--- src/rtl/skinny_round_ctrl.sv ---
// skinny_round_ctrl: control FSM upstream of mode_top for one SKINNY-128-384 block.
// Sequence: CLR (clear datapath) -> LOAD (BEATS serial beats) -> RUN (4 rounds per cycle)
// -> UNLOAD (BEATS serial beats) -> IDLE.
// Optional feature: define CTRL_ABORT_EN to add the abort input and aborted output.
module skinny_round_ctrl #(
    parameter int unsigned ROUNDS = 56,
    parameter int unsigned BEATS  = 4
) (
    input  logic       clk,
    input  logic       rst,
    input  logic       start,
`ifdef CTRL_ABORT_EN
    input  logic       abort,
    output logic       aborted,
`endif
    output logic       busy,
    output logic       load_req,
    output logic       pdo_valid,
    output logic       done,
    output logic       srst,
    output logic       xrst,
    output logic       yrst,
    output logic       zrst,
    output logic       senc,
    output logic       xenc,
    output logic       yenc,
    output logic       zenc,
    output logic       sse,
    output logic       xse,
    output logic       yse,
    output logic       zse,
    output logic [5:0] constant,
    output logic [5:0] constant2,
    output logic [5:0] constant3,
    output logic [5:0] constant4,
    output logic [5:0] round_cnt
);

    localparam logic [2:0] LastBeat = 3'(BEATS - 1);
    localparam logic [5:0] LastRun  = 6'(ROUNDS / 4 - 1);

    typedef enum logic [2:0] {
        StIdle,
        StClr,
        StLoad,
        StRun,
        StUnload
    } state_e;

    state_e     state_q, state_d;
    logic [2:0] beat_q, beat_d;
    logic [5:0] rc_q, rc_d;
    logic [5:0] round_cnt_q, round_cnt_d;
    logic [5:0] rc1, rc2, rc3, rc4;
    logic       kill;  // abort accepted this cycle (never in IDLE)

    // One step of the 6-bit round-constant LFSR.
    function automatic logic [5:0] rc_step(input logic [5:0] rc);
        return {rc[4:0], rc[5] ^ rc[4] ^ 1'b1};
    endfunction

    assign rc1 = rc_step(rc_q);
    assign rc2 = rc_step(rc1);
    assign rc3 = rc_step(rc2);
    assign rc4 = rc_step(rc3);

`ifdef CTRL_ABORT_EN
    logic aborted_q;

    assign kill    = abort && (state_q != StIdle);
    assign aborted = aborted_q;

    // Flag the cycle immediately following an accepted abort.
    always_ff @(posedge clk) begin
        if (rst) begin
            aborted_q <= 1'b0;
        end else begin
            aborted_q <= kill;
        end
    end
`else
    assign kill = 1'b0;
`endif

    // State, shared beat counter, LFSR and RUN-cycle counter registers.
    always_ff @(posedge clk) begin
        if (rst) begin
            state_q     <= StIdle;
            beat_q      <= 3'd0;
            rc_q        <= 6'd0;
            round_cnt_q <= 6'd0;
        end else begin
            state_q     <= state_d;
            beat_q      <= beat_d;
            rc_q        <= rc_d;
            round_cnt_q <= round_cnt_d;
        end
    end

    // Next-state logic for the sequence and its counters.
    always_comb begin
        state_d     = state_q;
        beat_d      = beat_q;
        rc_d        = rc_q;
        round_cnt_d = round_cnt_q;
        unique case (state_q)
            StIdle: begin
                if (start) begin
                    state_d = StClr;
                end
            end
            StClr: begin
                beat_d      = 3'd0;
                rc_d        = 6'd0;
                round_cnt_d = 6'd0;
                state_d     = StLoad;
            end
            StLoad: begin
                if (beat_q == LastBeat) begin
                    beat_d  = 3'd0;
                    state_d = StRun;
                end else begin
                    beat_d = beat_q + 3'd1;
                end
            end
            StRun: begin
                rc_d        = rc4;
                round_cnt_d = round_cnt_q + 6'd1;
                if (round_cnt_q == LastRun) begin
                    beat_d  = 3'd0;
                    state_d = StUnload;
                end
            end
            StUnload: begin
                if (beat_q == LastBeat) begin
                    beat_d  = 3'd0;
                    state_d = StIdle;
                end else begin
                    beat_d = beat_q + 3'd1;
                end
            end
            default: state_d = StIdle;
        endcase
        if (kill) begin
            state_d     = StIdle;
            beat_d      = 3'd0;
            rc_d        = 6'd0;
            round_cnt_d = 6'd0;
        end
    end

    // Moore strobes per state; done is gated so an abort on the last beat suppresses it.
    always_comb begin
        busy      = (state_q != StIdle);
        load_req  = 1'b0;
        pdo_valid = 1'b0;
        done      = 1'b0;
        srst      = 1'b0;
        xrst      = 1'b0;
        yrst      = 1'b0;
        zrst      = 1'b0;
        senc      = 1'b0;
        xenc      = 1'b0;
        yenc      = 1'b0;
        zenc      = 1'b0;
        sse       = 1'b0;
        xse       = 1'b0;
        yse       = 1'b0;
        zse       = 1'b0;
        constant  = 6'd0;
        constant2 = 6'd0;
        constant3 = 6'd0;
        constant4 = 6'd0;
        round_cnt = round_cnt_q;
        unique case (state_q)
            StIdle: ;
            StClr: begin
                srst = 1'b1;
                xrst = 1'b1;
                yrst = 1'b1;
                zrst = 1'b1;
            end
            StLoad: begin
                senc     = 1'b1;
                sse      = 1'b1;
                xenc     = 1'b1;
                xse      = 1'b1;
                yenc     = 1'b1;
                yse      = 1'b1;
                load_req = 1'b1;
            end
            StRun: begin
                senc      = 1'b1;
                xenc      = 1'b1;
                yenc      = 1'b1;
                zenc      = 1'b1;
                constant  = rc1;
                constant2 = rc2;
                constant3 = rc3;
                constant4 = rc4;
            end
            StUnload: begin
                senc      = 1'b1;
                sse       = 1'b1;
                pdo_valid = 1'b1;
                done      = (beat_q == LastBeat) && !kill;
            end
            default: ;
        endcase
    end

endmodule

--- config.mk ---
export PLATFORM = sky130hd
export DESIGN_NAME = skinny_round_ctrl
export DESIGN_NICKNAME = d
export VERILOG_FILES = /design/src/rtl/skinny_round_ctrl.sv
export SDC_FILE = /design/constraint.sdc
export NUM_CORES = 1
export LEC_CHECK = 0
export ABC_CLOCK_PERIOD_IN_PS = 2000
export CAP_MARGIN = 20
export CORE_MARGIN = 8
export CORE_UTILIZATION = 42
export DETAILED_ROUTE_END_ITERATION = 8
export PLACE_DENSITY = 0.8
export SKIP_LAST_GASP = 1
export SLEW_MARGIN = 20
export SYNTH_ARGS = -nofsm -noshare
export SYNTH_HDL_FRONTEND = slang
export SYNTH_SLANG_ARGS = --single-unit
--- constraint.sdc ---
create_clock -name clk -period 2 [get_ports clk]
set_input_delay 0.4 -clock clk [delete_from_list [all_inputs] [get_ports clk]]
set_output_delay 0.4 -clock clk [all_outputs]
set_load 0.02 [all_outputs]
==> metrics.yaml <==
synth:
  synth_top_area_share: 0.311
  synth_warnings: 0
  synthDistinctLibCells: 40
  synth_top_family_by_area: "simple AND/OR/NAND/NOR gates"
  syn_avg_cell_area_um2: 8.45
  synth-seq-cells: 18
  synth_compound_area_frac: 0.147
  yosysTopAreaCell: "dfxtp_1"
  synthTopCellsByArea: "dfxtp_1 (31%), buf_4 (16%), and2_1 (5.4%), xor2_1 (4.5%), nor2_1 (4.2%)"
  synth_edf_count: 0
  async_flop_share: 0
  synthMuxAreaShare: 0.00865
  synthXorXnorAreaFrac: 0.0530
  syn_inst: 137
  synth_seq_area_share: 0.311
  synthSimpleGateAreaFrac: 0.252
  synthTopCellsByCount: "buf_4 (24), dfxtp_1 (18), nor2_1 (13)"
  synthesis.area_um2: 1160
  synthFlopType: "dfxtp_1"
  yosysMostFrequentCell: "buf_4"
  syn-num-nets: 143
  synth-adder-area-share: 0.0324
global_routing:
  grt_start_max_net_pins: 16
  grt_usage: 0.131
  overflow: 0
  antenna_found_initial: 0
  grt_pass1_vias: 1085
  grt_pass1_wl_um: 4800
sta:
  timing.final.ws_setup_ns: 0.0723
  setup_viol: 0
  skew_ns: 0.00331
  hold_violations: 0
  post-route-period-util: 0.964
  max_freq_ghz: 0.519
  slew_violations: 0
  grt_setup_unrepaired: "yes"
  finalCriticalPeriod_ns: 1.93
route:
  drc: 0
  routed_wirelength_um: 2910
  wl_per_cell_um: 14.5
  ant_nets: 0
  firstDrtPassIters: 4
  routed_via_density: 5.09
  num_vias: 1024
  drt-initial-drc-count: 34
layout:
  seqCellArea_um2: 365
  fin_nets: 177
  n_fill_cell: 277
  multi_input_area_um2: 574
  synthToLayoutAreaGrowth_pct: 28.5
  n_antenna_cell: 0
  stdcell_count: 201
  drive_gt1_frac: 0.194
worst_setup_path:
  cp_max_fo: 9
  cp.buffers_inverters: 2
  endpoint_kind: "output port"
  start_kind: "flop"
  arrival_ns: 1.53
  required_ns: 1.60
  cp-startpoint: "state_q[1]"
  critPathTopFamily: "buffers and inverters"
  crit_path_top_delay_cell: "dfxtp_1"
  cpPeakStageDelay_ns: 0.39
  rr_startpoint: "round_cnt[0]"
  critPathKind: "reg2out"
  crit_path_cell_trace: "buf_4, nand2b_1, nor2_1, dlygate4sd2_1"
  reg2reg_setup_slack_ns: 0.49
floorplanning:
  ioPinCount: 49
  start_util: 0.431
  dieArea_um2: 4690
  fp.coreArea_um2: 2690
  fp.dieW_um: 68.5
  die_h_um: 68.5
  placement_rows: 19
placed_design:
  dpl.hpwl_um: 2300
  dp_cells: 197
  globalplace.congestion: 0.865
  dpl_worst_slack_ns: 0.0469
  io_buffers: 47
status:
  status: "complete, no violations"
clocking:
  cts_tree: "built"
  clk_pin_slew_ns: 0.10
  cts_inserted_buffers: 3
  clock_latency_ns: 0.30
  clock-sinks: 18
  post_cts_buffers: 0
  clockBufferDepth: 2
  root_buffer: "clkbuf_4"
  hold_buffers: 0
  cts_htree_levels: 1
flow_run:
  max-cap-violations: 0
min_path:
  hold_path.startpoint: "beat_q[2]"
  min_path_type: "reg2reg"
power_and_ir_drop:
  leakage_uw: 0.000769
  power_density_nw_per_um2: 520
  irDropWorstVdd_uv: 337
-- logic make-up after synthesis --
| kind of cell | Yosys count |
|---|---|
| fa+ha+maj | 3 |
| buf+inv | 33 |
| mux | 1 |
| flops | 18 |
| compound gates | 25 |
| other cells | 1 |
| simple gates | 49 |
| xor+xnor | 7 |
-- state kept, by name (all words and copies together) (netlist names) --
| name | count |
|---|---|
| state_q | 3 |
| beat_q | 3 |
| round_cnt | 6 |
| rc_q | 6 |
-- cell type report --
cell class                 count  share of cell area
multi-input combinational     86               0.386
tap                           31              0.0261
inverter                       6              0.0177
timing repair buffer          56               0.300
sequential                    18               0.246
clock buffer                   4              0.0244
-- stage by stage --
stage | total power (µW) | hold slack, ns | utilization | cell area (µm²) | setup TNS, ns
3_3_place_gp | 569 | 0.474 | 0.571 | 1530 | 0
2_1_floorplan | 509 | 0.455 | - | 1160 | 0
4_1_cts | 787 | 0.512 | 0.567 | 1520 | -0.0528
3_5_place_dp | 573 | 0.487 | 0.571 | 1530 | 0
5_1_grt | 814 | 0.536 | 0.554 | 1490 | -0.0480
6_report | 773 | 0.510 | 0.554 | 1490 | 0
-- worst register-to-register path: stages (launching register included) --
cell and delay [ns]:
dfxtp_1 0.43, ha_1 0.16, or3b_4 0.40, or3_1 0.31, a21oi_1 0.13
-- layer usage --
layer	global-route usage	part of all wire	vias up
li1	-	-	505
met1	0.139	0.39	478
met2	0.232	0.49	36
met3	0.0339	0.11	5
met4	0.0691	0.017	0
met5	0	0	-
-- path summary, 6_finish.rpt --
check	end	cells past startpoint
worst max-delay path	load_req	4
worst min-delay path	beat_q[2]	1
worst max register to register	state_q[2]	4
worst min register to register	beat_q[2]	1
-- cell usage in the layout (no fill, tap or decap), types with 2 or more instances in the layout --
cell type and instances:
xor2_1 6, clkdlybuf4s15_1 2, a21oi_1 5, a31oi_1 2, inv_1 5, buf_4 9, or3_1 4, nor2_1 13
a311oi_1 2, o21a_1 4, clkdlybuf4s50_1 8, clkbuf_4 3, nand2_1 4, a22oi_1 2, and2_1 10, nand3_1 4
clkbuf_2 12, dlygate4sd2_1 25, ha_1 3, nand3b_1 2, o21ai_0 4, dfxtp_1 16, nand2b_1 3
-- report_power, final --
part | total (µW) | switching, µW | internal, µW | leakage, µW
registers | 376 | 9.81 | 366 | 0.000147
logic | 167 | 99.1 | 67.6 | 0.000601
clock network | 231 | 120 | 111 | 0.0000210
-- repair_timing --
| action | CTS | global route |
|---|---|---|
| gates resized for setup | 40 | 29 |
| endpoints found under the setup margin | 39 | 23 |
| gates cloned | 0 | 0 |
(Power assumes the default switching activity.)
==> patch 1: new RTL, same flow settings <==
One comparison of `round_cnt_q` changes from == to >=.
--- a/src/rtl/skinny_round_ctrl.sv
+++ b/src/rtl/skinny_round_ctrl.sv
@@ -127,5 +127,5 @@
                 rc_d        = rc4;
                 round_cnt_d = round_cnt_q + 6'd1;
-                if (round_cnt_q == LastRun) begin
+                if (round_cnt_q >= LastRun) begin
                     beat_d  = 3'd0;
                     state_d = StUnload;
Behaviour: same outputs for any inputs over 10 cycles, from zero or initial values and one cycle with rst high; that may be too few to reach the edited logic, so the function may still have changed.
==> patch 1 against the unedited design <==
Setup slack worse by 0.0012 ns. Sequential power about the same. Clock power down 3%. Wire length up 5.0%. Clock skew down 0.0026 ns. Area after synthesis up 0.97%. Cell area up 4.8%. Cell count up 5.0%. Sequential cell count unchanged. Total power up 0.49%. Critical path type unchanged. Largest power group unchanged.
==> patch 1: results (changes against the unedited design) <==
stage	metric	value	unit	change
run_status	status	finished, final reports clean		unchanged
grt	grt_use_total	13.5	%	was 13.1%
synth	yosys_warnings	0		unchanged
grt	grt_antenna_before_repair	0		unchanged
synth	synth.distinct_cells	34		was 40
synth	synth_compound_area_share	12.4	%	was 14.7%
place	dpl-instance-area	1580	µm²	was 1530 µm²
layout	nNetsFinal	188		was 177
synth	syn-instance-count	145		was 137
timing	final.setup_skew	0.000720	ns	was 0.00331 ns
detailed_routing	drt_iter0_markers	23		was 34
synth	netlist_top_cells_area	dfxtp_1 (31%), buf_4 (15%), nor2_1 (7.7%), xor2_1 (5.2%), a21oi_1 (4.7%)		was dfxtp_1 (31%), buf_4 (16%), and2_1 (5.4%), xor2_1 (4.5%), nor2_1 (4.2%)
grt	grt_pass1_vias	1107		was 1,085
synth	synth_fa_ha_area_share	4.28	%	was 3.24%
critical_path	worstPathMaxFanout	5		was 9
layout	drive_gt1_share	20.0	%	was 19.4%
grt	grt_pass1_wl	4.97	mm	was 4.80 mm
synth	synthTopCellsByCount	nor2_1 (24), buf_4 (23), dfxtp_1 (18)		was buf_4 (24), dfxtp_1 (18), nor2_1 (13)
synth	ys_seq_area_share	30.8	%	was 31.1%
power_and_ir_drop	leakage	0.815	nW	was 0.769 nW
power_and_ir_drop	ir_drop	0.366	mV	was 0.337 mV
synth	synthXorXnorAreaFrac	6.00	%	was 5.30%
place	hpwl	2.48	mm	was 2.30 mm
layout	n_fill_cell	244		was 277
synth	synth.area.mux_share	1.93	%	was 0.865%
grt	grt_max_degree	13		was 16
detailed_routing	routed_wl	3.05	mm	was 2.91 mm
clocking	post_cts_buffers	0		unchanged
==> patch 1: power breakdown <==
group          switching, mW  internal [mW]  total (mW)
clock                  0.114          0.111       0.225
sequential           0.00844          0.367       0.375
combinational          0.104         0.0727       0.177
total                  0.227          0.550       0.777
==> patch 1: worst max-delay path: stages, from the launching register on <==
cell	delay, ns
dfxtp_1	0.40
nand3b_1	0.20
nor2_1	0.26
dlygate4sd2_1	0.37
==> patch 1: what timing repair did <==
| item | CTS | global route |
|---|---|---|
| cloned | 0 | 0 |
| endpoints found under the setup margin | 39 | 29 |
| gates resized for setup | 41 | 26 |
==> patch 1: layout make-up <==
cell class	instances	area (µm²)	area share [%]
Clock buffer	4	36.3	2.33
Inverter	5	18.8	1.20
Multi-Input combinational cell	92	587	37.6
Sequential cell	18	362	23.2
Tap cell	31	38.8	2.49
Timing Repair Buffer	61	517	33.1
==> patch 1: per-layer routing <==
metal | GRT usage [%] | wire, µm
met5 | 0 | 0
met4 | 4.51 | 35
met3 | 5.49 | 263
met2 | 24.9 | 1540
met1 | 13.5 | 1210
==> patch 1: final timing paths <==
| check | startpoint | endpoint | slack, ns | cells after the start |
|---|---|---|---|---|
| hold / removal | beat_q[2] | beat_q[2] | 0.52 | 1 |
| setup / recovery | state_q[1] | constant3[1] | 0.07 | 3 |
| hold reg to reg | beat_q[2] | beat_q[2] | 0.52 | 1 |
| setup reg to reg | round_cnt[1] | beat_q[2] | 0.27 | 6 |
==> patch 1: metrics by stage <==
stage,setup slack (ns),hold slack (ns),setup TNS (ns)
after global routing,-0.0296,0.537,-0.182
after CTS,0.00589,0.517,0
after floorplan,0.188,0.448,0
after detailed placement,0.0428,0.501,0
after global placement,0.104,0.470,0
final,0.0711,0.515,0
==> patch 2: new RTL, config.mk and constraints unchanged <==
Without the edit above. Build with the macro `CTRL_ABORT_EN` defined.
--- a/src/rtl/skinny_round_ctrl.sv
+++ b/src/rtl/skinny_round_ctrl.sv
@@ -3,4 +3,6 @@
 // -> UNLOAD (BEATS serial beats) -> IDLE.
 // Optional feature: define CTRL_ABORT_EN to add the abort input and aborted output.
+`define CTRL_ABORT_EN
+
 module skinny_round_ctrl #(
     parameter int unsigned ROUNDS = 56,
Ports: changed (added abort and aborted); port bits go from 49 to 51. The function was not compared with the original's and may differ.
==> patch 2 against the unedited design <==
Sequential cell count is 1 higher. Largest power group unchanged. Wire length is 5.8% higher. Count of clock-buffer cells in the layout stayed put. Highest routed layer unchanged. Area after synthesis is 5.5% higher. Synthesized cell count is 8.8% higher. Combinational power is 86% higher. Total power is 17% higher. Cell area is 8.7% higher. Die area is 4.2% higher. Core utilization is 3.2 points higher. Setup slack worse by 0.017 ns. Register-to-register slack worse by 0.17 ns.
==> patch 2: results (changes against the unedited design) <==
stage	metric	value	unit	change
run_status	status	finished, final reports clean		unchanged
grt	grt_pass1_wl	5.26	mm	was 4.80 mm
detailed_routing	drt_iter0_markers	77		was 34
grt	grtUsageMet2	21.6	%	was 23.2%
detailed_routing	viasPerCell	5.11		was 5.09
power_and_ir_drop	leakage	0.804	nW	was 0.769 nW
synth	synth.area.mux_share	0	%	was 0.865%
power_and_ir_drop	internal_power	0.595	mW	was 0.545 mW
detailed_routing	via_count	1120		was 1,024
clocking	post_cts_buffers	0		unchanged
grt	grt_antenna_before_repair	0		unchanged
layout	n_fill_cell	279		was 277
timing	final.setup_skew	0.00469	ns	was 0.00331 ns
detailed_routing	drt-met1-wl	1.30	mm	was 1.12 mm
place	numPlacedInstances	214		was 197
place	dpl-instance-area	1650	µm²	was 1530 µm²
power_and_ir_drop	powerSeq	0.405	mW	was 0.376 mW
synth	synthArstFlopShare	0	%	unchanged
place	hpwl	2.49	mm	was 2.30 mm
detailed_routing	routed_wl	3.08	mm	was 2.91 mm
synth	ys_seq_area_share	31.1	%	about the same
grt	grt_pass1_vias	1194		was 1,085
synth	netlist_top_cells_area	dfxtp_1 (31%), buf_4 (14%), nor2_1 (6.8%), xor2_1 (5.7%), a21oi_1 (4.9%)		was dfxtp_1 (31%), buf_4 (16%), and2_1 (5.4%), xor2_1 (4.5%), nor2_1 (4.2%)
power_and_ir_drop	p_clk	0.186	mW	was 0.231 mW
synth	synth_nets	156		was 143
synth	synth.distinct_cells	35		was 40
power_and_ir_drop	swShare	34.0	%	was 29.6%
synth	synthTopCellsByCount	buf_4 (23), nor2_1 (22), dfxtp_1 (19)		was buf_4 (24), dfxtp_1 (18), nor2_1 (13)
synth	synthXorXnorAreaFrac	6.45	%	was 5.30%
synth	synth_fa_ha_area_share	3.07	%	was 3.24%
critical_path	worstPathMaxFanout	11		was 9
grt	gr-usage-met3	5.23	%	was 3.39%
layout	drive_gt1_share	27.1	%	was 19.4%
synth	syn_avg_cell_area	8.20	µm²	was 8.45 µm²
detailed_routing	wl_met3	265	µm	was 319 µm
synth	synth_compound_area_share	13.1	%	was 14.7%
layout	nNetsFinal	196		was 177
clocking	insertion_delay	0.29	ns	
place	pre_cts_slack	-0.0463	ns	was 0.0469 ns
clocking	clockRootBuffer	clkbuf_4		unchanged
clocking	numCtsBuffers	3		unchanged
synth	yosys_warnings	0		unchanged
place	place_congestion	0.801		was 0.865
critical_path	cpPeakStageDelay	0.36	ns	was 0.39 ns
detailed_routing	wl_met2	1.50	mm	was 1.42 mm
detailed_routing	dr.max_layer_used	met4		unchanged
power_and_ir_drop	ir_drop	0.414	mV	was 0.337 mV
grt	grt_max_degree	13		was 16
place	numPortBuffers	49		was 47
grt	grt_use_total	12.3	%	was 13.1%
grt	grtUsageMet1	13.1	%	was 13.9%
clocking	post_cts_resized	57		was 40
critical_path	cp_slowest_cell	dlygate4sd2_1		was dfxtp_1
==> patch 2: cell types whose count changed after synthesis, moves of 3 or more <==
cell,before,now
a21oi_1,5,12
o21a_1,4,0
and2_1,10,1
nand2_1,4,7
nor2_1,13,22
or3_1,4,0
and3_1,0,8
nand3_1,4,0
nor2b_1,1,4
==> patch 2: path summary, 6_finish.rpt <==
kind | endpoint | from | slack, ns | cells past startpoint
max reg2reg | beat_q[0] | state_q[1] | 0.32 | 5
min | beat_q[2] | beat_q[2] | 0.50 | 2
max | load_req | state_q[2] | 0.06 | 4
min reg2reg | beat_q[2] | beat_q[2] | 0.50 | 2
==> patch 2: final cells by class <==
cell class | instances | area (µm²) | share of cell area [%]
Clock buffer | 4 | 26.3 | 1.63
Inverter | 7 | 26.3 | 1.63
Multi-Input combinational cell | 93 | 606 | 37.5
Sequential cell | 19 | 382 | 23.6
Tap cell | 31 | 38.8 | 2.40
Timing Repair Buffer | 65 | 538 | 33.3
